File: src/rtl/vend_session_arbiter_if.sv
// Coin-slot side bundle of the vending session arbiter.
// master = front panel / vending FSM, slave = arbiter.
interface vend_session_arbiter_if #(
  parameter int N = 4
);
  logic [N-1:0]   req;
  logic [2*N-1:0] coin_in;
  logic           vend_drop;
  logic [1:0]     coin_out;
  logic [N-1:0]   grant;
  logic [N-1:0]   drop_out;
  logic           timeout_abort;
  logic           busy;

  modport master (
    output req, coin_in, vend_drop,
    input  coin_out, grant, drop_out,
    input  timeout_abort, busy
  );

  modport slave (
    input  req, coin_in, vend_drop,
    output coin_out, grant, drop_out,
    output timeout_abort, busy
  );
endinterface

File: src/rtl/vend_session_arbiter.sv
// Round-robin session arbiter sharing one vending FSM
// among N coin slots; releases on drop, withdraw, timeout.
module vend_session_arbiter #(
  parameter int N       = 4,
  parameter int TIMEOUT = 15
) (
  input logic clock,
  input logic reset,
  vend_session_arbiter_if.slave arb
);
  localparam int LW = $clog2(N);
  localparam int CW = $clog2(TIMEOUT + 1);

  typedef enum logic [1:0] {
    IDLE,
    ACTIVE,
    RELEASE
  } state_t;

  state_t        state_q, state_d;
  logic [LW-1:0] last_q, last_d;
  logic [CW-1:0] cnt_q, cnt_d;
  logic [N-1:0]  grant_q, grant_d;
  logic [N-1:0]  drop_q, drop_d;
  logic [1:0]    coin_q, coin_d;
  logic          tmo_q, tmo_d;
  logic          busy_q, busy_d;

  logic [LW-1:0] win;
  logic          found;
  logic [1:0]    own_coin;
  logic          own_req;

  assign own_coin = arb.coin_in[2*last_q +: 2];
  assign own_req  = arb.req[last_q];

  // first requester after the last owner, wrapping
  always_comb begin
    win   = last_q;
    found = 1'b0;
    for (int k = 1; k <= N; k++) begin
      if (!found && arb.req[(int'(last_q) + k) % N]) begin
        found = 1'b1;
        win   = LW'((int'(last_q) + k) % N);
      end
    end
  end

  always_comb begin
    state_d = state_q;
    last_d  = last_q;
    cnt_d   = cnt_q;
    grant_d = '0;
    drop_d  = '0;
    coin_d  = 2'b00;
    tmo_d   = 1'b0;
    busy_d  = 1'b0;
    unique case (state_q)
      IDLE: begin
        if (found) begin
          state_d = ACTIVE;
          last_d  = win;
          cnt_d   = '0;
          grant_d = {{(N-1){1'b0}}, 1'b1} << win;
          busy_d  = 1'b1;
        end
      end
      ACTIVE: begin
        busy_d = 1'b1;
        cnt_d  = '0;
        if (arb.vend_drop) begin
          state_d = RELEASE;
          drop_d  = grant_q;
        end else if (!own_req) begin
          state_d = RELEASE;
        end else if (own_coin == 2'b00 &&
                     cnt_q == CW'(TIMEOUT - 1)) begin
          state_d = RELEASE;
          tmo_d   = 1'b1;
        end else begin
          grant_d = grant_q;
          coin_d  = own_coin;
          if (own_coin == 2'b00) begin
            cnt_d = cnt_q + CW'(1);
          end
        end
      end
      RELEASE: begin
        state_d = IDLE;
      end
      default: begin
        state_d = IDLE;
      end
    endcase
  end

  always_ff @(posedge clock) begin
    if (reset) begin
      state_q <= IDLE;
      last_q  <= LW'(N - 1);
      cnt_q   <= '0;
      grant_q <= '0;
      drop_q  <= '0;
      coin_q  <= 2'b00;
      tmo_q   <= 1'b0;
      busy_q  <= 1'b0;
    end else begin
      state_q <= state_d;
      last_q  <= last_d;
      cnt_q   <= cnt_d;
      grant_q <= grant_d;
      drop_q  <= drop_d;
      coin_q  <= coin_d;
      tmo_q   <= tmo_d;
      busy_q  <= busy_d;
    end
  end

  assign arb.grant         = grant_q;
  assign arb.drop_out      = drop_q;
  assign arb.coin_out      = coin_q;
  assign arb.timeout_abort = tmo_q;
  assign arb.busy          = busy_q;
endmodule

File: src/flat_wrapper.sv
// flat-port wrapper written by rule: the top's interface ports become plain ports
module vend_session_arbiter_flat 
#(
  parameter int N       = 4,
  parameter int TIMEOUT = 15
)
  (clock, reset, arb_req, arb_coin_in, arb_vend_drop, arb_coin_out, arb_grant, arb_drop_out, arb_timeout_abort, arb_busy);
  vend_session_arbiter_if #(.N(N)) arb_i ();
  input logic clock;
  input logic reset;
  input wire logic [$bits(arb_i.req)-1:0] arb_req;
  input wire logic [$bits(arb_i.coin_in)-1:0] arb_coin_in;
  input wire logic [$bits(arb_i.vend_drop)-1:0] arb_vend_drop;
  output wire logic [$bits(arb_i.coin_out)-1:0] arb_coin_out;
  output wire logic [$bits(arb_i.grant)-1:0] arb_grant;
  output wire logic [$bits(arb_i.drop_out)-1:0] arb_drop_out;
  output wire logic [$bits(arb_i.timeout_abort)-1:0] arb_timeout_abort;
  output wire logic [$bits(arb_i.busy)-1:0] arb_busy;
  assign arb_i.req = arb_req;
  assign arb_i.coin_in = arb_coin_in;
  assign arb_i.vend_drop = arb_vend_drop;
  assign arb_coin_out = arb_i.coin_out;
  assign arb_grant = arb_i.grant;
  assign arb_drop_out = arb_i.drop_out;
  assign arb_timeout_abort = arb_i.timeout_abort;
  assign arb_busy = arb_i.busy;
  vend_session_arbiter #(.N(N), .TIMEOUT(TIMEOUT)) u_core (.clock(clock), .reset(reset), .arb(arb_i));
endmodule
File: config.mk
export PLATFORM = sky130hd
export DESIGN_NAME = vend_session_arbiter_flat
export DESIGN_NICKNAME = d
export VERILOG_FILES = /design/src/rtl/vend_session_arbiter_if.sv /design/src/rtl/vend_session_arbiter.sv /design/src/flat_wrapper.sv
export SDC_FILE = /design/constraint.sdc
export NUM_CORES = 1
export LEC_CHECK = 0
export BUFFER_PORTS_ARGS = -buffer_cell sky130_fd_sc_hd__buf_4
export CORE_MARGIN = 8
export CORE_UTILIZATION = 50
export CTS_CLUSTER_DIAMETER = 120
export DETAILED_ROUTE_END_ITERATION = 8
export HOLD_SLACK_MARGIN = 0.08
export PLACE_DENSITY = 0.77
export SLEW_MARGIN = 15
export SYNTH_ARGS = -nofsm -noshare
export SYNTH_HDL_FRONTEND = slang
export SYNTH_SLANG_ARGS = --single-unit
File: constraint.sdc
create_clock -name clock -period 2.32 [get_ports clock]
set_clock_uncertainty 0.1 [all_clocks]
set_input_delay 0.464 -clock clock [delete_from_list [all_inputs] [get_ports clock]]
set_output_delay 0.464 -clock clock [all_outputs]
set_load 0.05 [all_outputs]
# Word level (Yosys, flattened, before mapping)
# Cells that the tools add are included.
# totals
regBits,20
mem_bits_ro,0
wordCells,92
input_bits,15
output_inout_bits,12
n_memories,0
latch_bits,0
mem_bits_rw,0
# op_classes
shifts,2
n_reduce_logical,20
mul,0
magnitude_cmp,5
addsub,5
div_mod_pow,0
eq_ne,4
bitwise_logic,7
n_mux,41
# ops
operator,n
2-to-1 mux 4 bit,9
"< comparator 3 x 4 -> 1 bit, second input constant",4
2-to-1 mux 2 bit,8
case mux 4 bit (2 select lines),2
2-to-1 mux 1 bit,15
binary-select mux 1 bit (select 2 bit),5
OR reduction 2 bit,4
indexed part select 8 x 4 -> 2 bit,1
AND reduction 2 bit,3
OR reduction 5 bit,1
"adder 2 x 1 -> 2 bit, second input constant",2
"adder 2 bit, second input constant",2
"adder 4 x 1 -> 4 bit, second input constant",1
"bitwise AND 1 bit, first input constant",4
"equality test 4 bit, second input constant",1
logical AND 1 bit,4
zero test 2 bit,2
"!= test 4 bit, second input constant",1
case mux 2 bit (2 select lines),1
OR reduction 4 bit,1
"left shift 1 x 2 -> 4 bit, first input constant",1
zero test 1 bit,3
"< comparator 2 x 3 -> 1 bit, second input constant",1
NOT 1 bit,3
other kinds (5),5

# Logic depth before layout (Yosys ltp)
# Gate-level depths: netlist of the first run.
# logic_depth
depth_word,19
ltp_mapped,6
mapped_depth_nobuf,6

# Least setup slack after synthesis of the first run
# OpenSTA, ideal clock, no wires.
# synth_path
kind,input to register
startpoint,input arb_coin_in[7]
endpoint,register u_core.grant_q[0] (netlist: u_core.arb.grant[0])
setup_slack_ns,0.430
arrival_ns,1.672
path_stages,4
n_path_buf,0
required_time_ns,2.103
setup_ns,0.117
path_cell_list,mux4_2 > or3_4 > nor2b_4 > a32o_1
# synth_between
elab_chain_cells,4
# synth_lines
element,line,rtl
start: declaration,flat_wrapper.sv:12,input wire logic [$bits(arb_i.coin_in)-1:0] arb_coin_in;
indexed part select 8 x 4 -> 2 bit,vend_session_arbiter.sv:34,assign own_coin = arb.coin_in[2*last_q +: 2];
zero test 2 bit,vend_session_arbiter.sv:76,end else if (own_coin == 2'b00 &&
logical AND 1 bit,vend_session_arbiter.sv:76,
!= test 4 bit (no source line),-,
end signal: assignment,vend_session_arbiter.sv:111,grant_q <= grant_d;
end: declaration,vend_session_arbiter.sv:23,"logic [N-1:0] grant_q, grant_d;"
# No other way between the ends.
# A chain may end at the register's enable or synchronous reset.

# Final worst setup path of the first run
# layout_path
startpoint,register u_core.last_q[0]
endpoint,register u_core.grant_q[2] (netlist: u_core.arb.grant[2])
# layout_between
elab_chain_cells,17
elab_cells_between_ends,41
classes_between,add/sub: 4; eq/ne: 1; shift: 2; mux: 26; reduce/logical: 8
# layout_lines
element,line,rtl
start: declaration,vend_session_arbiter.sv:21,"logic [LW-1:0] last_q, last_d;"
start signal: assignment,vend_session_arbiter.sv:100,last_q <= LW'(N - 1);
start signal: assignment,vend_session_arbiter.sv:109,last_q <= last_d;
adder 2 x 1 -> 2 bit,"vend_session_arbiter.sv:42, vend_session_arbiter.sv:44",
binary-select mux 1 bit (select 2 bit),vend_session_arbiter.sv:42,if (!found && arb.req[(int'(last_q) + k) % N]) begin
2-to-1 mux 1 bit (implied by the code) (2 in series),vend_session_arbiter.sv:42,
2-to-1 mux 1 bit,vend_session_arbiter.sv:42,
zero test 1 bit,vend_session_arbiter.sv:42,
logical AND 1 bit,vend_session_arbiter.sv:42,
2-to-1 mux 1 bit,vend_session_arbiter.sv:42,
zero test 1 bit,vend_session_arbiter.sv:42,
logical AND 1 bit,vend_session_arbiter.sv:42,
2-to-1 mux 1 bit,vend_session_arbiter.sv:42,
zero test 1 bit,vend_session_arbiter.sv:42,
logical AND 1 bit,vend_session_arbiter.sv:42,
2-to-1 mux 2 bit,vend_session_arbiter.sv:42,
left shift 1 x 2 -> 4 bit,vend_session_arbiter.sv:64,"grant_d = {{(N-1){1'b0}}, 1'b1} << win;"
2-to-1 mux 4 bit,vend_session_arbiter.sv:60,if (found) begin
case mux 4 bit (2 select lines),vend_session_arbiter.sv:58,unique case (state_q)
# Several ways; a longest one is shown, not always the timed one. The select of a mux whose other input is x is not followed.

==> results of run 1 <==
==> through the flow <==
stage | power (uW) | std cells | hold slack (ns) | utilization
4_1_cts | 765 | 146 | 0.303 | 0.624
3_3_place_gp | 604 | 143 | 0.375 | 0.613
5_1_grt | 801 | 146 | 0.308 | 0.624
3_5_place_dp | 614 | 143 | 0.386 | 0.613
2_1_floorplan | 564 | 93 | 0.396 | -
6_report | 759 | 146 | 0.305 | 0.624
==> synthesized netlist by cell type, types with 2 or more instances <==
cell type	count	share of area
dfxtp_1	20	0.41
nand2_1	6	0.023
nor2_1	6	0.023
a21oi_1	5	0.026
a32o_1	4	0.041
and3_1	4	0.026
inv_1	4	0.015
buf_6	3	0.035
mux4_2	3	0.070
nor2b_1	3	0.019
nor3_1	3	0.015
a31oi_1	2	0.013
ha_1	2	0.026
nand3_1	2	0.010
nand4_1	2	0.013
nand4b_1	2	0.018
nor3b_1	2	0.015
o211ai_1	2	0.015
or3_1	2	0.013
==> flip-flops by register name, indices dropped and copies added, names as in the netlist <==
signal / count
u_core.arb.busy: 1
u_core.cnt_q: 4
u_core.arb.grant: 4
u_core.arb.drop_out: 4
u_core.arb.coin_out: 2
u_core.state_q: 2
u_core.last_q: 2
u_core.arb.timeout_abort: 1
==> kinds of logic (layout without fill, tap and decap cells) <==
kind of cell,count (synthesis),after routing,share of synthesized area
and+or+nand+nor,42,42,0.271
buffers and inverters,8,34,0.0581
DFF,20,20,0.413
muxes,4,4,0.0800
adders and majority gates,2,2,0.0258
AOI/OAI and AO/OA,17,17,0.152
==> cell type report <==
cell class	instances	area [um^2]	share of cell area
inverters	4	15.0	0.0126
clock buffers	3	22.5	0.0190
repair buffers	27	203	0.171
multi-input cells	65	513	0.432
flip-flops and latches	20	400	0.337
well taps	27	33.8	0.0285
==> worst max path at each step <==
stage,endpoint,slack [ns],cells after the start
2_1_floorplan,u_core.arb.grant[0]$_SDFFE_PP0P_,0.43,4
3_3_place_gp,u_core.arb.grant[3]$_SDFFE_PP0P_,0.29,5
3_5_place_dp,u_core.arb.grant[2]$_SDFFE_PP0P_,0.26,5
4_1_cts,u_core.arb.grant[2]$_SDFFE_PP0P_,0.25,4
5_1_grt,u_core.arb.grant[2]$_SDFFE_PP0P_,0.14,4
6_report,u_core.arb.grant[2]$_SDFFE_PP0P_,0.26,4
==> metal layers <==
metal / GRT usage / share of wire / wire length (um) / up-vias
met1: 0.146 / 0.42 / 846 / 367
met3: 0.0215 / 0.061 / 125 / 6
met2: 0.222 / 0.50 / 1010 / 30
met4: 0.0816 / 0.026 / 53 / 0
met5: 0 / 0 / 0 / -
li1: - / - / - / 400
==> report_power, final <==
| group | internal [uW] | leakage [uW] | switching (uW) |
|---|---|---|---|
| registers | 364 | 0.000163 | 27.5 |
| clock network | 60.3 | 0.0000138 | 94.2 |
| logic | 94.7 | 0.000345 | 118 |
| total | 519 | 0.000522 | 240 |
==> impl_metrics.csv, run 1 <==
group,metric,value,unit
outcome,run_status,"completed",
synthesis,ys_seq_elements,20,
sta,worstMarginPinSlew,0.622,ns
setup_path,r2r-start,"u_core.last_q[0]$_SDFFE_PP1P_",
final_layout,final_area,1190,um^2
setup_path,cp.buffers_inverters,0,
detailed_routing,drt_pass1_iterations,4,
pwr,cellPowerDensity,639,nW/um^2
global_routing,grt_pass1_vias,789,
floorplanning,fp.dieH,60.0,um
setup_path,criticalPathCategory,"reg -> reg",
clock_network,cts.repair.resized,0,
setup_path,crit_required,2.41,ns
clock_network,h-tree-depth,1,
sta,fin_ws,0.259,ns
sta,max_slew_margin,0.584,
pwr,total_leakage_power,0.000522,uW
clock_network,clk_pin_slew_worst_paths,0.10,ns
sta,rsz0062_at_grt,"false",
setup_path,slowest_delay,0.61,ns
global_routing,groute.usage.overall,0.130,
place,gp_congestion,0.747,
detailed_routing,detail_route.iter0.violations,16,
final_layout,drive_above_1_share,0.336,
detailed_routing,via_per_inst,5.50,
final_layout,num_antenna_cells,0,
synthesis,synthesis.area,970,um^2
sta,finalSetupViolations,0,
clock_network,cts_buffer_depth,2,
setup_path,cp_slowest_cell,"mux4_2",
final_layout,layout_commonest_cell,"buf_4",
synthesis,synth.yosys.seq_area_share,0.413,
place,placed_area,1160,um^2
clock_network,cts_tree,"built",
clock_network,cts-root-buf,"clkbuf_4",
synthesis,synth_async_sr_flop_share,0,
detailed_routing,drc_errors,0,
setup_path,cp.arrival,2.15,ns
place,hpwl,1690,um
floorplanning,core_area,1900,um^2
clock_network,numCtsBuffers,3,
global_routing,grt_max_degree,12,
floorplanning,die_w,60.0,um
setup_path,crit_fanout,8,
setup_path,rr_worst_depth,4,
floorplanning,num_io_pins,27,
setup_path,path_cells,"mux4_2 -> or3_4 -> nor2b_4 -> a32o_1",
run,max-cap-violations,0,
setup_path,startpoint_type,"flop",
setup_path,r2r_slack,0.26,ns
synthesis,syn_avg_cell_area,10.4,um^2
global_routing,antenna_found_initial,0,
global_routing,grt-ovfl-total,0,
sta,max_freq,0.485,GHz
setup_path,reg2reg_to,"u_core.arb.grant[2]$_SDFFE_PP0P_",
floorplanning,rows,16,
worst_hold_path,hold_depth,2,
place,preCtsSetupSlack,0.260,ns
clock_network,postCtsSetupRepairBufs,0,
sta,slew_violations,0,
synthesis,synth_cell_type_count,35,
detailed_routing,drtAntennaViolNets,0,
final_layout,fillerInstances,177,
place,port_buffers,26,
worst_hold_path,worstHoldPathType,"in -> reg",
detailed_routing,wl_per_cell,14.0,um
global_routing,grt_first_pass_wirelength,3600,um
synthesis,synth_flop_cell,"dfxtp_1",
setup_path,cp_top_family,"multiplexers",
clock_network,cts.sinks,20,
final_layout,mostFrequentLayoutCells,"27 x buf_4, 20 x dfxtp_1, 6 x nor2_1, 6 x nand2_1, 5 x a21oi_1",
setup_path,end_kind,"flop",
setup_path,startpoint,"u_core.last_q[0]$_SDFFE_PP1P_",
final_layout,layout.nets,138,
clock_network,hold_buffers,0,
synthesis,syn_inst,93,
final_layout,syn_to_final_growth,22.5,%
worst_hold_path,min_from,"reset",
clock_network,clock_latency,0.29,ns
detailed_routing,vias,803,
synthesis,synth_edf_count,0,
floorplanning,initial_core_util,0.510,
sta,fin_crit_sh,0.888,
synthesis,synth_nets,110,
sta,hold_viol,0,
detailed_routing,routed_wl,2040,um
floorplanning,dieArea,3600,um^2
synthesis,yosysWarnings,0,
pwr,irDropWorstVdd,0.369,mV
sta,tns,0,ns
worst_hold_path,min_to,"u_core.cnt_q[0]$_SDFFE_PP0P_",
sta,min_period,2.06,ns
(Power assumes the default switching activity.)
==> run 2: changes to the inputs <==
Settings changed: BUFFER_PORTS_ARGS -buffer_cell sky130_fd_sc_hd__buf_4 to -buffer_cell sky130_fd_sc_hd__buf_2, SKIP_LAST_GASP from default to 1.
==> run 2 against run 1 <==
  * Cell area down 4.3%
  * Die area is the same
  * Via count is 2.2% lower
  * Highest routed layer unchanged
  * Non-clock buffer count is the same
  * Global-route usage shrank 1.8 points
  * Clock-buffer cell count up 1
  * Register-to-register slack about the same
  * Largest cell class unchanged
==> impl_metrics.csv, run 2 (same netlist as run 1, synthesis figures left out) <==
group,metric,value,unit
outcome,run_status,"completed",
pwr,irDropWorstVdd,0.361,mV
setup_path,rr_worst_depth,4,
sta,min_period,2.07,ns
final_layout,mostFrequentLayoutCells,"26 x buf_2, 20 x dfxtp_1, 6 x nor2_1, 6 x nand2_1, 5 x a21oi_1",
setup_path,r2r_slack,0.25,ns
floorplanning,dieArea,3600,um^2
final_layout,fin_util,0.597,
clock_network,clock_latency,0.30,ns
place,port_buffers,26,
place,hpwl,1580,um
sta,tns,0,ns
global_routing,antenna_found_initial,0,
global_routing,groute.usage.overall,0.112,
detailed_routing,drc_errors,0,
pwr,p_comb_frac,0.254,
sta,max_slew_margin,0.580,
sta,slew_violations,0,
worst_hold_path,hold_depth,2,
sta,hold_viol,0,
detailed_routing,drt_pass1_iterations,4,
setup_path,r2r-start,"u_core.last_q[0]$_SDFFE_PP1P_",
floorplanning,die_w,60.0,um
global_routing,grt_pass1_vias,718,
setup_path,criticalPathCategory,"reg -> reg",
run,max-cap-violations,0,
clock_network,h-tree-depth,1,
sta,rsz0062_at_grt,"false",
detailed_routing,via_per_inst,5.34,
clock_network,clk_pin_slew_worst_paths,0.11,ns
setup_path,cp.arrival,2.16,ns
pwr,seqPwrFrac,0.498,
global_routing,grt-ovfl-total,0,
detailed_routing,routed_wl,1910,um
sta,worstMarginPinSlew,0.628,ns
pwr,cellPowerDensity,691,nW/um^2
final_layout,layout_commonest_cell,"buf_2",
floorplanning,fp.dieH,60.0,um
clock_network,cts.sinks,20,
clock_network,hold_buffers,0,
setup_path,cp_slowest_cell,"mux4_2",
setup_path,crit_fanout,8,
clock_network,cts_buffer_depth,2,
sta,max_freq,0.483,GHz
clock_network,cts.repair.resized,0,
pwr,p_int,542,uW
setup_path,end_kind,"flop",
worst_hold_path,min_from,"reset",
final_layout,syn_to_final_growth,17.2,%
setup_path,path_cells,"mux4_2 -> or3_4 -> nor2b_4 -> a32o_1",
detailed_routing,detail_route.iter0.violations,18,
final_layout,layout.nets,138,
global_routing,grt_max_degree,12,
floorplanning,rows,16,
final_layout,fillerInstances,174,
pwr,power.share.clock,0.248,
detailed_routing,wl_per_cell,13.0,um
floorplanning,num_io_pins,27,
global_routing,grt_first_pass_wirelength,3130,um
place,gp_congestion,0.734,
clock_network,cts_tree,"built",
pwr,p_switching,244,uW
setup_path,slowest_delay,0.61,ns
setup_path,startpoint_type,"flop",
pwr,netSwitchingFraction,0.310,
worst_hold_path,worstHoldPathType,"in -> reg",
final_layout,num_antenna_cells,0,
floorplanning,initial_core_util,0.510,
clock_network,numCtsBuffers,3,
clock_network,postCtsSetupRepairBufs,0,
setup_path,reg2reg_to,"u_core.arb.grant[1]$_SDFFE_PP0P_",
sta,fin_crit_sh,0.892,
setup_path,crit_required,2.41,ns
sta,finalSetupViolations,0,
pwr,total_leakage_power,0.000517,uW
final_layout,drive_above_1_share,0.342,
worst_hold_path,min_to,"u_core.cnt_q[0]$_SDFFE_PP0P_",
clock_network,cts-root-buf,"clkbuf_4",
detailed_routing,vias,785,
detailed_routing,drtAntennaViolNets,0,
floorplanning,core_area,1900,um^2
-- run 2: cell types whose count changed in the layout (fill, tap and decap cells not counted), sizes merged --
cell	previous run	this run
clkbuf	3	4
-- run 2: area by class of cell --
type | instances | area [um^2] | area share
inverters | 4 | 15.0 | 0.0132
clock buffers | 4 | 36.3 | 0.0319
flip-flops and latches | 20 | 400 | 0.352
well taps | 27 | 33.8 | 0.0297
repair buffers | 27 | 138 | 0.121
multi-input cells | 65 | 513 | 0.452
-- run 2: stage by stage --
stage,instances,instance area (um^2),worst slack [ns],power (uW),hold WS [ns]
6_report,147,1140,0.251,786,0.344
3_3_place_gp,143,1100,0.307,590,0.368
3_5_place_dp,143,1100,0.282,599,0.378
5_1_grt,147,1140,0.130,820,0.356
2_1_floorplan,93,970,0.430,564,0.396
4_1_cts,147,1140,0.248,791,0.338
-- run 2: how the worst max path moves through the flow --
stage | slack [ns] | startpoint | endpoint | depth (start not counted)
2_1_floorplan | 0.43 | arb_coin_in[7] | u_core.arb.grant[0]$_SDFFE_PP0P_ | 4
3_3_place_gp | 0.31 | arb_coin_in[7] | u_core.arb.grant[1]$_SDFFE_PP0P_ | 5
3_5_place_dp | 0.28 | arb_coin_in[7] | u_core.arb.grant[0]$_SDFFE_PP0P_ | 5
4_1_cts | 0.25 | u_core.last_q[0]$_SDFFE_PP1P_ | u_core.arb.grant[0]$_SDFFE_PP0P_ | 4
5_1_grt | 0.13 | u_core.last_q[0]$_SDFFE_PP1P_ | u_core.cnt_q[0]$_SDFFE_PP0P_ | 4
6_report | 0.25 | u_core.last_q[0]$_SDFFE_PP1P_ | u_core.arb.grant[1]$_SDFFE_PP0P_ | 4
-- run 2: power by group through the flow --
stage                     clock network (uW)  registers, uW  logic (uW)
after detailed placement                   0            399         200
after global placement                     0            397         193
after global routing                     209            397         214
after floorplan                            0            420         144
final                                    195            391         200
after CTS                                200            391         200
-- run 2: routing by layer --
layer	routed length [um]	track usage	part of all wire	vias to the layer above
met5	0	0	0	-
met4	28	0.0510	0.015	0
met3	128	0.0258	0.067	4
met2	858	0.169	0.45	26
met1	890	0.147	0.47	354
li1	-	-	-	401
-- run 2: worst max-delay path: cells and delay by family (launching register included) --
kind | cells | cell delay (ns)
multiplexers | 1 | 0.61
AND/OR/NAND/NOR | 2 | 0.55
flip-flops | 1 | 0.51
AO/OA/AOI/OAI | 1 | 0.20
==> run 3: changes to the inputs <==
Settings changed: REMOVE_ABC_BUFFERS from default to 1.
==> run 3 against run 2 <==
  * Clock-buffer cell count shrank 1
  * Total power shrank 4.7%
  * Combinational power barely moved
  * Via count is 1.3% higher
  * Wire length rose by 4.9%
  * Fmax rose by 0.54%
  * Non-clock buffer count stayed put
==> impl_metrics.csv, run 3 (same netlist as run 1, synthesis figures left out) <==
group,metric,value,unit
setup_path,crit_fanout,8,
global_routing,grt_max_degree,12,
detailed_routing,via_per_inst,5.45,
global_routing,grt_first_pass_wirelength,3260,um
clock_network,cts_tree,"built",
global_routing,antenna_found_initial,0,
run,max-cap-violations,0,
final_layout,mostFrequentLayoutCells,"26 x buf_2, 20 x dfxtp_1, 6 x nor2_1, 6 x nand2_1, 5 x a21oi_1",
global_routing,grt_pass1_vias,738,
place,hpwl,1600,um
setup_path,startpoint_type,"flop",
floorplanning,fp.dieH,60.0,um
setup_path,crit_required,2.42,ns
pwr,irDropWorstVdd,0.297,mV
final_layout,multiInputGateArea,513,um^2
clock_network,postCtsSetupRepairBufs,0,
sta,max_freq,0.486,GHz
detailed_routing,detail_route.iter0.violations,8,
clock_network,cts.sinks,20,
sta,fin_crit_sh,0.887,
clock_network,hold_buffers,0,
sta,tns,0,ns
clock_network,cts.repair.resized,0,
worst_hold_path,min_from,"reset",
final_layout,drive_above_1_share,0.336,
worst_hold_path,worstHoldPathType,"in -> reg",
setup_path,r2r-start,"u_core.last_q[0]$_SDFFE_PP1P_",
clock_network,cts-root-buf,"clkbuf_4",
sta,min_period,2.06,ns
sta,fin_ws,0.262,ns
final_layout,syn_to_final_growth,15.7,%
detailed_routing,vias,795,
place,preCtsSetupSlack,0.271,ns
setup_path,startpoint,"u_core.last_q[0]$_SDFFE_PP1P_",
final_layout,seq_area,400,um^2
detailed_routing,drtAntennaViolNets,0,
floorplanning,dieArea,3600,um^2
detailed_routing,routed_wl,2000,um
final_layout,layout.nets,138,
floorplanning,initial_core_util,0.510,
final_layout,layout_commonest_cell,"buf_2",
floorplanning,num_io_pins,27,
sta,max_slew_margin,0.607,
floorplanning,core_area,1900,um^2
sta,slew_violations,0,
place,port_buffers,26,
clock_network,clock_latency,0.29,ns
final_layout,num_antenna_cells,0,
pwr,total_leakage_power,0.000510,uW
clock_network,clk_pin_slew_worst_paths,0.10,ns
final_layout,fillerInstances,175,
final_layout,instances_no_fill,146,
setup_path,r2r_slack,0.26,ns
global_routing,grt-ovfl-total,0,
place,dp_cells,143,
setup_path,criticalPathCategory,"reg -> reg",
sta,worstMarginPinSlew,0.588,ns
detailed_routing,wl_per_cell,13.7,um
global_routing,groute.usage.overall,0.119,
setup_path,cp.arrival,2.16,ns
outcome,run_status,"completed",
detailed_routing,drt_pass1_iterations,4,
place,gp_congestion,0.782,
sta,finalSetupViolations,0,
clock_network,cts_buffer_depth,2,
floorplanning,rows,16,
pwr,cellPowerDensity,667,nW/um^2
setup_path,end_kind,"flop",
sta,hold_viol,0,
clock_network,numCtsBuffers,3,
floorplanning,die_w,60.0,um
detailed_routing,drc_errors,0,
sta,rsz0062_at_grt,"false",
clock_network,h-tree-depth,1,
[run 3: cell count changes in the layout (fill, tap and decap cells not counted)]
cell | before | now
clkbuf_8 | 1 | 0
[run 3: metrics by stage]
step	power [uW]	hold WS (ns)	util	area, um^2
3_5_place_dp	599	0.373	0.578	1100
6_report	749	0.357	0.590	1120
2_1_floorplan	542	0.391	-	928
3_3_place_gp	592	0.368	0.578	1100
5_1_grt	790	0.376	0.590	1120
4_1_cts	754	0.352	0.590	1120
[run 3: per-layer routing]
metal,vias up,share of wire,global-route usage
met5,-,0,0
met4,0,0.013,0.0714
li1,400,-,-
met2,25,0.46,0.192
met3,3,0.067,0.0215
met1,367,0.46,0.142
[run 3: final cells by class]
cell class,count,area share
Clock buffer,3,0.0201
Inverter,4,0.0134
Multi-Input combinational cell,65,0.457
Sequential cell,20,0.357
Tap cell,27,0.0301
Timing Repair Buffer,27,0.123
[run 3: worst paths after layout]
check,end,depth (start not counted)
worst min register to register,u_core.arb.grant[3]$_SDFFE_PP0P_,1
worst max-delay path,u_core.arb.grant[1]$_SDFFE_PP0P_,4
worst max register to register,u_core.arb.grant[1]$_SDFFE_PP0P_,4
worst min-delay path,u_core.state_q[0]$_SDFFE_PP0P_,2
[run 3: worst max-delay path, cell delays in order (launching register included)]
cell and delay, ns:
dfxtp_1 0.52, mux4_2 0.60, or3_4 0.40, nor2b_4 0.15
a32o_1 0.20
[run 3: power by group]
group / internal (uW) / switching [uW]
Combinational: 81.9 / 117
Sequential: 364 / 28.0
Clock: 60.5 / 97.6
